--- src/rtl/fp_mult_pkg.sv ---
// fp_mult_pkg: arbiter states, operand/result byte counts and the canonical quiet NaN
package fp_mult_pkg;
  typedef enum logic [2:0] {IDLE, LOAD, WAIT, COLLECT, DRAIN, RESP} state_t;
  localparam int FP_IN_BYTES = 16;
  localparam int FP_OUT_BYTES = 8;
  localparam logic [63:0] QNAN = 64'h7FF8_0000_0000_0000;
  function automatic logic [2:0] oh2idx(input logic [7:0] oh);
    oh2idx = '0;
    for (int i = 0; i < 8; i++) oh2idx |= oh[i] ? 3'(i) : 3'd0;
  endfunction
endpackage

--- src/rtl/fp_mult_arbiter_rr.sv ---
// rr_arbiter: combinational round-robin pick; the first request after ptr (wrapping) wins
module rr_arbiter #(
  parameter int NUM_REQ = 4
) (
  input  logic [NUM_REQ-1:0]         req,
  input  logic [$clog2(NUM_REQ)-1:0] ptr,
  output logic [NUM_REQ-1:0]         win
);
  localparam int IW = $clog2(NUM_REQ);
  logic [IW-1:0] k;
  // Scan farthest-first so the nearest pending client after ptr overwrites last
  always_comb begin
    win = '0;
    k = '0;
    for (int i = NUM_REQ; i >= 1; i--) begin
      k = IW'((int'(ptr) + i) % NUM_REQ);
      if (req[k]) win = NUM_REQ'(1) << k;
    end
  end
endmodule

--- src/rtl/fp_mult_arbiter.sv ---
// fp_mult_arbiter: shares one byte-serial fp_mult among NUM_REQ clients, round-robin.
// Define FP_MULT_ARB_TIMEOUT_EN to abort a stuck job after TIMEOUT cycles with a NaN/error response.
module fp_mult_arbiter
  import fp_mult_pkg::*;
#(
  parameter int NUM_REQ = 4,
  parameter int TIMEOUT = 64
) (
  input  logic                  clk,
  input  logic                  reset_n,
  input  logic [NUM_REQ-1:0]    req,
  input  logic [64*NUM_REQ-1:0] req_a,
  input  logic [64*NUM_REQ-1:0] req_b,
  output logic [NUM_REQ-1:0]    gnt,
  output logic [NUM_REQ-1:0]    res_valid,
  output logic [63:0]           res_data,
  output logic                  res_err,
  output logic                  mul_reset,
  output logic                  mul_enable,
  output logic [7:0]            mul_data_in,
  input  logic [7:0]            mul_data_out,
  input  logic                  mul_ready
);
  localparam int IW = $clog2(NUM_REQ);
  state_t state_q, state_d;
  logic [IW-1:0] ptr, widx;
  logic [NUM_REQ-1:0] win, sel;
  logic [127:0] sh;
  logic [3:0] lcnt, ocnt;
  logic [63:0] res;
  logic go, take, done, tmo;

  rr_arbiter #(.NUM_REQ(NUM_REQ)) u_rr (.req(req), .ptr(ptr), .win(win));

  assign go = state_q == IDLE && |req && !mul_reset;
  assign take = (state_q == WAIT || state_q == COLLECT) && mul_ready;
  assign done = state_q == DRAIN && !mul_ready;
  assign widx = IW'(oh2idx(8'(win)));

`ifdef FP_MULT_ARB_TIMEOUT_EN
  localparam int TW = $clog2(TIMEOUT + 1);
  logic [TW-1:0] tmr;
  assign tmo = state_q inside {WAIT, COLLECT, DRAIN} && tmr == TW'(TIMEOUT - 1);
  always_ff @(posedge clk or negedge reset_n)
    if (!reset_n) tmr <= '0;
    else tmr <= state_q inside {WAIT, COLLECT, DRAIN} ? tmr + 1'b1 : '0;
`else
  logic unused_timeout;
  assign unused_timeout = TIMEOUT != 0;
  assign tmo = 1'b0;
`endif

  always_comb begin
    state_d = state_q;
    case (state_q)
      IDLE:    if (go) state_d = LOAD;
      LOAD:    if (lcnt == 4'(FP_IN_BYTES - 1)) state_d = WAIT;
      WAIT:    if (mul_ready) state_d = COLLECT;
      COLLECT: if (mul_ready && ocnt == 4'(FP_OUT_BYTES - 1)) state_d = DRAIN;
      DRAIN:   if (!mul_ready) state_d = RESP;
      RESP:    state_d = IDLE;
      default: state_d = IDLE;
    endcase
    if (tmo) state_d = RESP;
  end

  always_ff @(posedge clk or negedge reset_n)
    if (!reset_n) state_q <= IDLE;
    else state_q <= state_d;

  // Operand shift register streams A then B, least significant byte first
  always_ff @(posedge clk or negedge reset_n) begin
    if (!reset_n) begin
      ptr         <= IW'(NUM_REQ - 1);
      sel         <= '0;
      sh          <= '0;
      lcnt        <= '0;
      ocnt        <= '0;
      res         <= '0;
      gnt         <= '0;
      res_valid   <= '0;
      res_data    <= '0;
      res_err     <= 1'b0;
      mul_reset   <= 1'b1;
      mul_enable  <= 1'b0;
      mul_data_in <= '0;
    end else begin
      mul_reset  <= tmo;
      gnt        <= go ? win : '0;
      mul_enable <= state_q == LOAD;
      lcnt       <= state_q == LOAD ? lcnt + 1'b1 : '0;
      ocnt       <= state_q == LOAD ? '0 : ocnt + 4'(take);
      res_valid  <= done || tmo ? sel : '0;
      res_err    <= tmo;
      if (go) begin
        sel <= win;
        ptr <= widx;
        sh  <= {req_b[64*widx +: 64], req_a[64*widx +: 64]};
      end
      if (state_q == LOAD) begin
        mul_data_in <= sh[7:0];
        sh          <= sh >> 8;
      end
      if (take) res <= {mul_data_out, res[63:8]};
      if (done || tmo) res_data <= tmo ? QNAN : res;
    end
  end
endmodule

--- config.mk ---
export PLATFORM = sky130hd
export DESIGN_NAME = fp_mult_arbiter
export DESIGN_NICKNAME = d
export VERILOG_FILES = /design/src/rtl/fp_mult_pkg.sv /design/src/rtl/fp_mult_arbiter_rr.sv /design/src/rtl/fp_mult_arbiter.sv
export SDC_FILE = /design/constraint.sdc
export NUM_CORES = 1
export LEC_CHECK = 0
export CAP_MARGIN = 20
export CORE_AREA = 2 2 236 238
export DETAILED_ROUTE_END_ITERATION = 8
export DIE_AREA = 0 0 238 240
export PLACE_DENSITY_LB_ADDON = 0.2
export SLEW_MARGIN = 10
export SYNTH_ARGS = -nofsm -noshare
export SYNTH_HDL_FRONTEND = slang
export SYNTH_SLANG_ARGS = --single-unit
--- constraint.sdc ---
create_clock -name clk -period 8.5 [get_ports clk]
set_input_delay 1.275 -clock clk [delete_from_list [all_inputs] [get_ports clk]]
set_output_delay 1.275 -clock clk [all_outputs]
set_load 0.05 [all_outputs]
==> results of run 1 <==
-- path summary, 6_finish.rpt --
check | start | to | cells past startpoint
setup / recovery | ptr[0] | sh[41] | 9
hold / removal | sh[5] | mul_data_in[5] | 2
setup reg to reg | ptr[0] | sh[41] | 9
hold reg to reg | sh[5] | mul_data_in[5] | 2
max in group asynchronous | reset_n | sh[37] | 2
min in group asynchronous | reset_n | res[50] | 1
-- power by group --
group	internal (W)	switching, W	total, W
registers	0.00185	0.000336	0.00219
logic	0.00191	0.00463	0.00654
clock network	0.00102	0.000655	0.00167
-- final cells by class --
class,instances,area share
flip-flops and latches,291,0.2872
multi-input cells,1272,0.3568
clock inverters,14,0.008532
inverters,129,0.01919
diodes,22,0.002170
clock buffers,51,0.04133
well taps,704,0.03472
repair buffers,635,0.2500
-- routing by layer --
metal	GRT usage	vias up	wire, um	share of wire
met5	0	-	93	0.0012
met4	0.1225	14	3228	0.040
met3	0.05189	169	5634	0.070
met2	0.4595	822	39390	0.49
met1	0.3397	8802	31860	0.40
li1	-	7942	-	-
-- cells by family (layout without fill, tap and decap cells) --
group | after synthesis | in the layout | synth area share
AO/OA/AOI/OAI | 652 | 652 | 0.2834
XOR/XNOR | 4 | 4 | 0.001969
adder cells (fa/ha/maj) | 9 | 9 | 0.006328
buffers and inverters | 334 | 829 | 0.08557
flip-flops | 291 | 291 | 0.4094
multiplexers | 80 | 80 | 0.05288
other | 1 | 24 | 0.0002107
AND/OR/NAND/NOR | 525 | 525 | 0.1602
-- per-stage QoR --
step	setup slack [ps]	std cells	instance area [um2]
after global routing	3374	3116	25360
final	3644	3118	25370
after CTS	3597	3096	25310
after floorplan	5058	1897	17800
after global placement	3157	3031	24050
after detailed placement	3096	3031	24050
-- cells in the final DEF (no fill, tap or decap), types with 7 or more instances in the layout --
cell	Yosys	final
dfrtp_1	288	288
clkdlybuf4s50_1	0	607
buf_4	3	23
o21ai_1	9	9
o31ai_2	52	52
inv_1	127	126
clkbuf_16	0	37
o31ai_1	188	188
nor2_2	32	32
nor2_4	50	51
mux2_2	72	72
a21oi_1	122	122
ha_1	9	9
diode_2	0	22
clkbuf_8	0	7
and2_1	11	10
a211oi_1	129	129
a2111oi_1	27	27
and3_1	121	121
a2111oi_0	93	93
nor3b_1	11	11
nand2_1	234	233
clkbuf_1	121	7
nor2_1	51	50
o21ai_0	10	10
-- state kept, by name, indices dropped and copies added (netlist names) --
name and cells:
gnt 4, ocnt 4, state_q 3, mul_enable 1, sh 128, ptr 2
sel 4, lcnt 4, res 64, res_data 64, mul_reset 1, res_valid 4
mul_data_in 8
-- worst max-delay path: stages (launching register included) --
cell and delay [ps]:
dfstp_2 690, inv_1 130, ha_1 450, mux4_2 710, a221oi_4 380, buf_12 430
or2_4 680, buf_4 710, o31ai_1 170, o31ai_1 290
==> results.sh, run 1 <==
export IMPL_outcome="finished clean"
export IMPL_syn_cell_area_um2=17790
export IMPL_grt_usage=0.2727
export IMPL_maxCapViolCount=0
export IMPL_grt_pass1_vias=18040
export IMPL_fillers=5193
export IMPL_synthMostInstantiatedCell="dfrtp_1"
export IMPL_finalHoldViolCount=0
export IMPL_synth_edf_count=0
export IMPL_grt_pass1_wl_um=117200
export IMPL_cts_tree="yes"
export IMPL_multi_input_comb_area_um2=9052
export IMPL_clkTransAtPathRegs_ps=60
export IMPL_netlist_top_cells_area="dfrtp_1 (41%), o31ai_1 (7.9%), a211oi_1 (5.4%), nand2_1 (4.9%), a2111oi_0 (4.6%)"
export IMPL_start_kind="register"
export IMPL_synth_top_area_cell="dfrtp_1"
export IMPL_yosysUniqueCellTypes=58
export IMPL_drt_wl_total_um=80200
export IMPL_min_period_over_period=0.5713
export IMPL_grt_setup_unrepaired="no"
export IMPL_io_buffers=608
export IMPL_skew_ps=16.36
export IMPL_fin_crit_ps=4856
export IMPL_worstPathMaxFanout=134
export IMPL_power_density_nw_per_um2=410.1
export IMPL_finalPower_w=0.01040
export IMPL_grt_start_max_net_pins=174
export IMPL_die_h_um=240
export IMPL_area_growth_pct=42.57
export IMPL_clkLatencyLatePin_ps=560
export IMPL_synthFlopType="dfrtp_1"
export IMPL_dieArea_um2=57120
export IMPL_ys_top_cells_by_count="dfrtp_1 (288), nand2_1 (234), o31ai_1 (188)"
export IMPL_synth_top_cell_area_share=0.4050
export IMPL_dp_hpwl_um=57210
export IMPL_cts_sinks=291
export IMPL_htreeDepth=2
export IMPL_antenna_found_initial=30
export IMPL_worstPathArrival_ps=5310
export IMPL_drive_gt1_frac=0.1338
export IMPL_core_um2=54660
export IMPL_root_buffer="clkbuf_16"
export IMPL_hold_ws_ps=459.3
export IMPL_rrSetupSlack_ps=3640
export IMPL_fp_row_count=86
export IMPL_max_clock_path_buffers=3
export IMPL_place_gp_congestion=0.9115
export IMPL_hp_class="register to register"
export IMPL_path_class="register to register"
export IMPL_yosysSeqAreaShare=0.4094
export IMPL_wl_per_cell_um=25.72
export IMPL_postRouteAntennaNets=0
export IMPL_max_freq_mhz=205.9
export IMPL_power_leakage_nw=10.83
export IMPL_io_pins=610
export IMPL_cts_made_buffers=37
export IMPL_cts_resized_gates=0
export IMPL_drc=0
export IMPL_post_cts_buffers=0
export IMPL_dieWidth_um=238
export IMPL_final_seq_area_um2=7286
export IMPL_start_util=0.3255
export IMPL_vias=17750
export IMPL_post_route_util=0.4641
export IMPL_ir_drop_mv=0.5755
export IMPL_yosys_warnings=0
export IMPL_globalRouteOverflowTotal=0
export IMPL_synth_async_reset_ratio=1.000
export IMPL_viasPerCell=5.692
export IMPL_num_nets_final=2902
export IMPL_synth_seq_cells=291
export IMPL_critPathCaptureType="register"
export IMPL_slew_viol_final=0
export IMPL_setup_tns_ps=0
export IMPL_synth_cells=1896
export IMPL_worst_pin_slew_ps=1052
export IMPL_slew_headroom=0.2990
export IMPL_syn_avg_cell_area_um2=9.385
export IMPL_finalSetupViolCount=0
export IMPL_first_pass_iters=5
export IMPL_postCtsHoldBufs=0
export IMPL_crit_required_ps=8960
export IMPL_drt_iter0_drc=1624
(Power assumes the default switching activity.)
==> run 2, diff against run 1 <==
- clock period: 8.5 -> 4.9 ns (I/O delays scaled with it)
==> results.sh, run 2 (synthesis gave the netlist of run 1 again) <==
export IMPL_outcome="finished clean"
export IMPL_final_cell_mix="clkdlybuf4s50_1 (607), dfrtp_1 (288), nand2_1 (233)"
export IMPL_drc=0
export IMPL_power_density_nw_per_um2=713.6
export IMPL_start_util=0.3255
export IMPL_globalRouteOverflowTotal=0
export IMPL_drt_iter0_drc=1282
export IMPL_critPathLaunch="ptr[0]"
export IMPL_p_int_w=0.008605
export IMPL_cts_made_buffers=37
export IMPL_critPathCaptureType="register"
export IMPL_postRouteAntennaNets=0
export IMPL_placedCellCount=3049
export IMPL_hp_class="primary input to asynchronous set/reset pin"
export IMPL_fp_row_count=86
export IMPL_die_h_um=240
export IMPL_skew_ps=17.12
export IMPL_reg2reg_from="ptr[0]"
export IMPL_worst_path_max_delay_cell="mux4_2"
export IMPL_max_freq_mhz=243.9
export IMPL_crit_chain="inv_1 -> ha_1 -> mux4_2 -> and2_1 -> a211oi_2 -> buf_4 -> nor2_4 -> buf_12 -> buf_4 -> a211oi_1 -> o31ai_2"
export IMPL_root_buffer="clkbuf_16"
export IMPL_power_leakage_nw=10.95
export IMPL_cp_common_cell="buf_4"
export IMPL_final_cells=3146
export IMPL_final_common_cell="clkdlybuf4s50_1"
export IMPL_maxCapViolCount=0
export IMPL_reg_top3="sh: 128 flops, res: 64 flops, res_data: 64 flops"
export IMPL_antenna_found_initial=38
export IMPL_finalSetupViolCount=0
export IMPL_fillers=5116
export IMPL_first_pass_iters=5
export IMPL_viasPerCell=5.572
export IMPL_ir_drop_mv=0.7859
export IMPL_clkLatencyLatePin_ps=540
export IMPL_core_um2=54660
export IMPL_htreeDepth=2
export IMPL_crit_required_ps=5310
export IMPL_place_gp_congestion=0.9589
export IMPL_dp_hpwl_um=57280
export IMPL_fin_crit_ps=4100
export IMPL_drive_gt1_frac=0.1410
export IMPL_wl_per_cell_um=24.77
export IMPL_finalHoldViolCount=0
export IMPL_worstPathArrival_ps=4510
export IMPL_grt_setup_unrepaired="no"
export IMPL_slew_headroom=0.3387
export IMPL_grt_usage=0.2644
export IMPL_clkTransAtPathRegs_ps=60
export IMPL_path_buf_inv=4
export IMPL_grt_pass1_vias=17820
export IMPL_clock_power_share=0.155
export IMPL_area_growth_pct=43.93
export IMPL_num_nets_final=2920
export IMPL_cts_sinks=291
export IMPL_drt_wl_total_um=77930
export IMPL_critPathTopFamily="buffers and inverters"
export IMPL_postCtsHoldBufs=0
export IMPL_cts_resized_gates=0
export IMPL_finalPower_w=0.01828
export IMPL_worstPathMaxFanout=77
export IMPL_power_switching_w=0.009673
export IMPL_post_cts_buffers=0
export IMPL_io_buffers=608
export IMPL_vias=17530
export IMPL_io_pins=610
export IMPL_top_register="sh"
export IMPL_post_route_util=0.4686
export IMPL_seqPwrFrac=0.207
export IMPL_slowest_delay_ps=690
export IMPL_grt_start_max_net_pins=123
export IMPL_dieArea_um2=57120
export IMPL_worst_pin_slew_ps=989.6
export IMPL_comb_power_share=0.638
export IMPL_path_class="register to register"
export IMPL_largest_register_ffs=128
export IMPL_grt_pass1_wl_um=113700
export IMPL_swShare=0.5292
export IMPL_max_clock_path_buffers=3
export IMPL_slew_viol_final=0
export IMPL_dieWidth_um=238
export IMPL_min_period_over_period=0.8367
export IMPL_start_kind="register"
export IMPL_cts_tree="yes"
export IMPL_setup_tns_ps=0
run 2: changes by cell type in the layout (fill, tap and decap cells not counted), sizes merged:
cell      change
clkinv        +2
inv           -1
diode         +9
bufinv        -1
buf          +18
clkinvlp      +1
run 2: final timing paths:
kind | endpoint | slack, ps | depth (start not counted)
setup / recovery | sh[50] | 800 | 11
hold / removal | res[50] | 270 | 1
setup reg to reg | sh[50] | 800 | 11
hold reg to reg | lcnt[0] | 460 | 1
max in group asynchronous | sh[76] | 3380 | 2
min in group clk | lcnt[0] | 460 | 1
run 2: cell type report:
cell class                 instances  area [um2]  area share
antenna                           31       77.57    0.003029
multi-input combinational       1272        9052      0.3534
sequential                       291        7286      0.2845
inverter                         129       486.7     0.01900
timing repair buffer             653        6579      0.2569
clock buffer                      51        1059     0.04133
tap                              704       880.8     0.03439
clock inverter                    15       191.4    0.007474
run 2: per-layer routing:
layer,GRT usage,share of wire,up-vias
met3,0.06429,0.067,173
li1,-,-,7984
met5,0,0.0017,-
met4,0.1258,0.046,20
met2,0.4374,0.48,708
met1,0.3245,0.41,8644
run 2: worst reg2reg max path: cells and delay by family (launching register included):
kind	cells	cell delay (ps)
adders and majority gates	1	410
AOI/OAI and AO/OA	3	770
DFF	1	680
and+or+nand+nor	2	340
buffers and inverters	4	1080
muxes	1	690
run 2: power by group through the flow:
stage | Combinational, W | Sequential, W | Clock, W
6_report | 0.0117 | 0.00379 | 0.00283
5_1_grt | 0.0125 | 0.00387 | 0.00299
4_1_cts | 0.0116 | 0.00379 | 0.00290
3_5_place_dp | 0.0116 | 0.00383 | 0
3_3_place_gp | 0.0114 | 0.00380 | 0
2_1_floorplan | 0.00805 | 0.00391 | 0
run 2: per-stage QoR:
step | setup WS, ps | area [um2] | hold slack (ps)
2_1_floorplan | 1458 | 17800 | 430.5
3_3_place_gp | 828.4 | 24280 | 441.6
3_5_place_dp | 763.0 | 24280 | 451.0
4_1_cts | 833.1 | 25530 | 331.2
5_1_grt | 636.0 | 25600 | 344.8
6_report | 800.1 | 25610 | 267.7
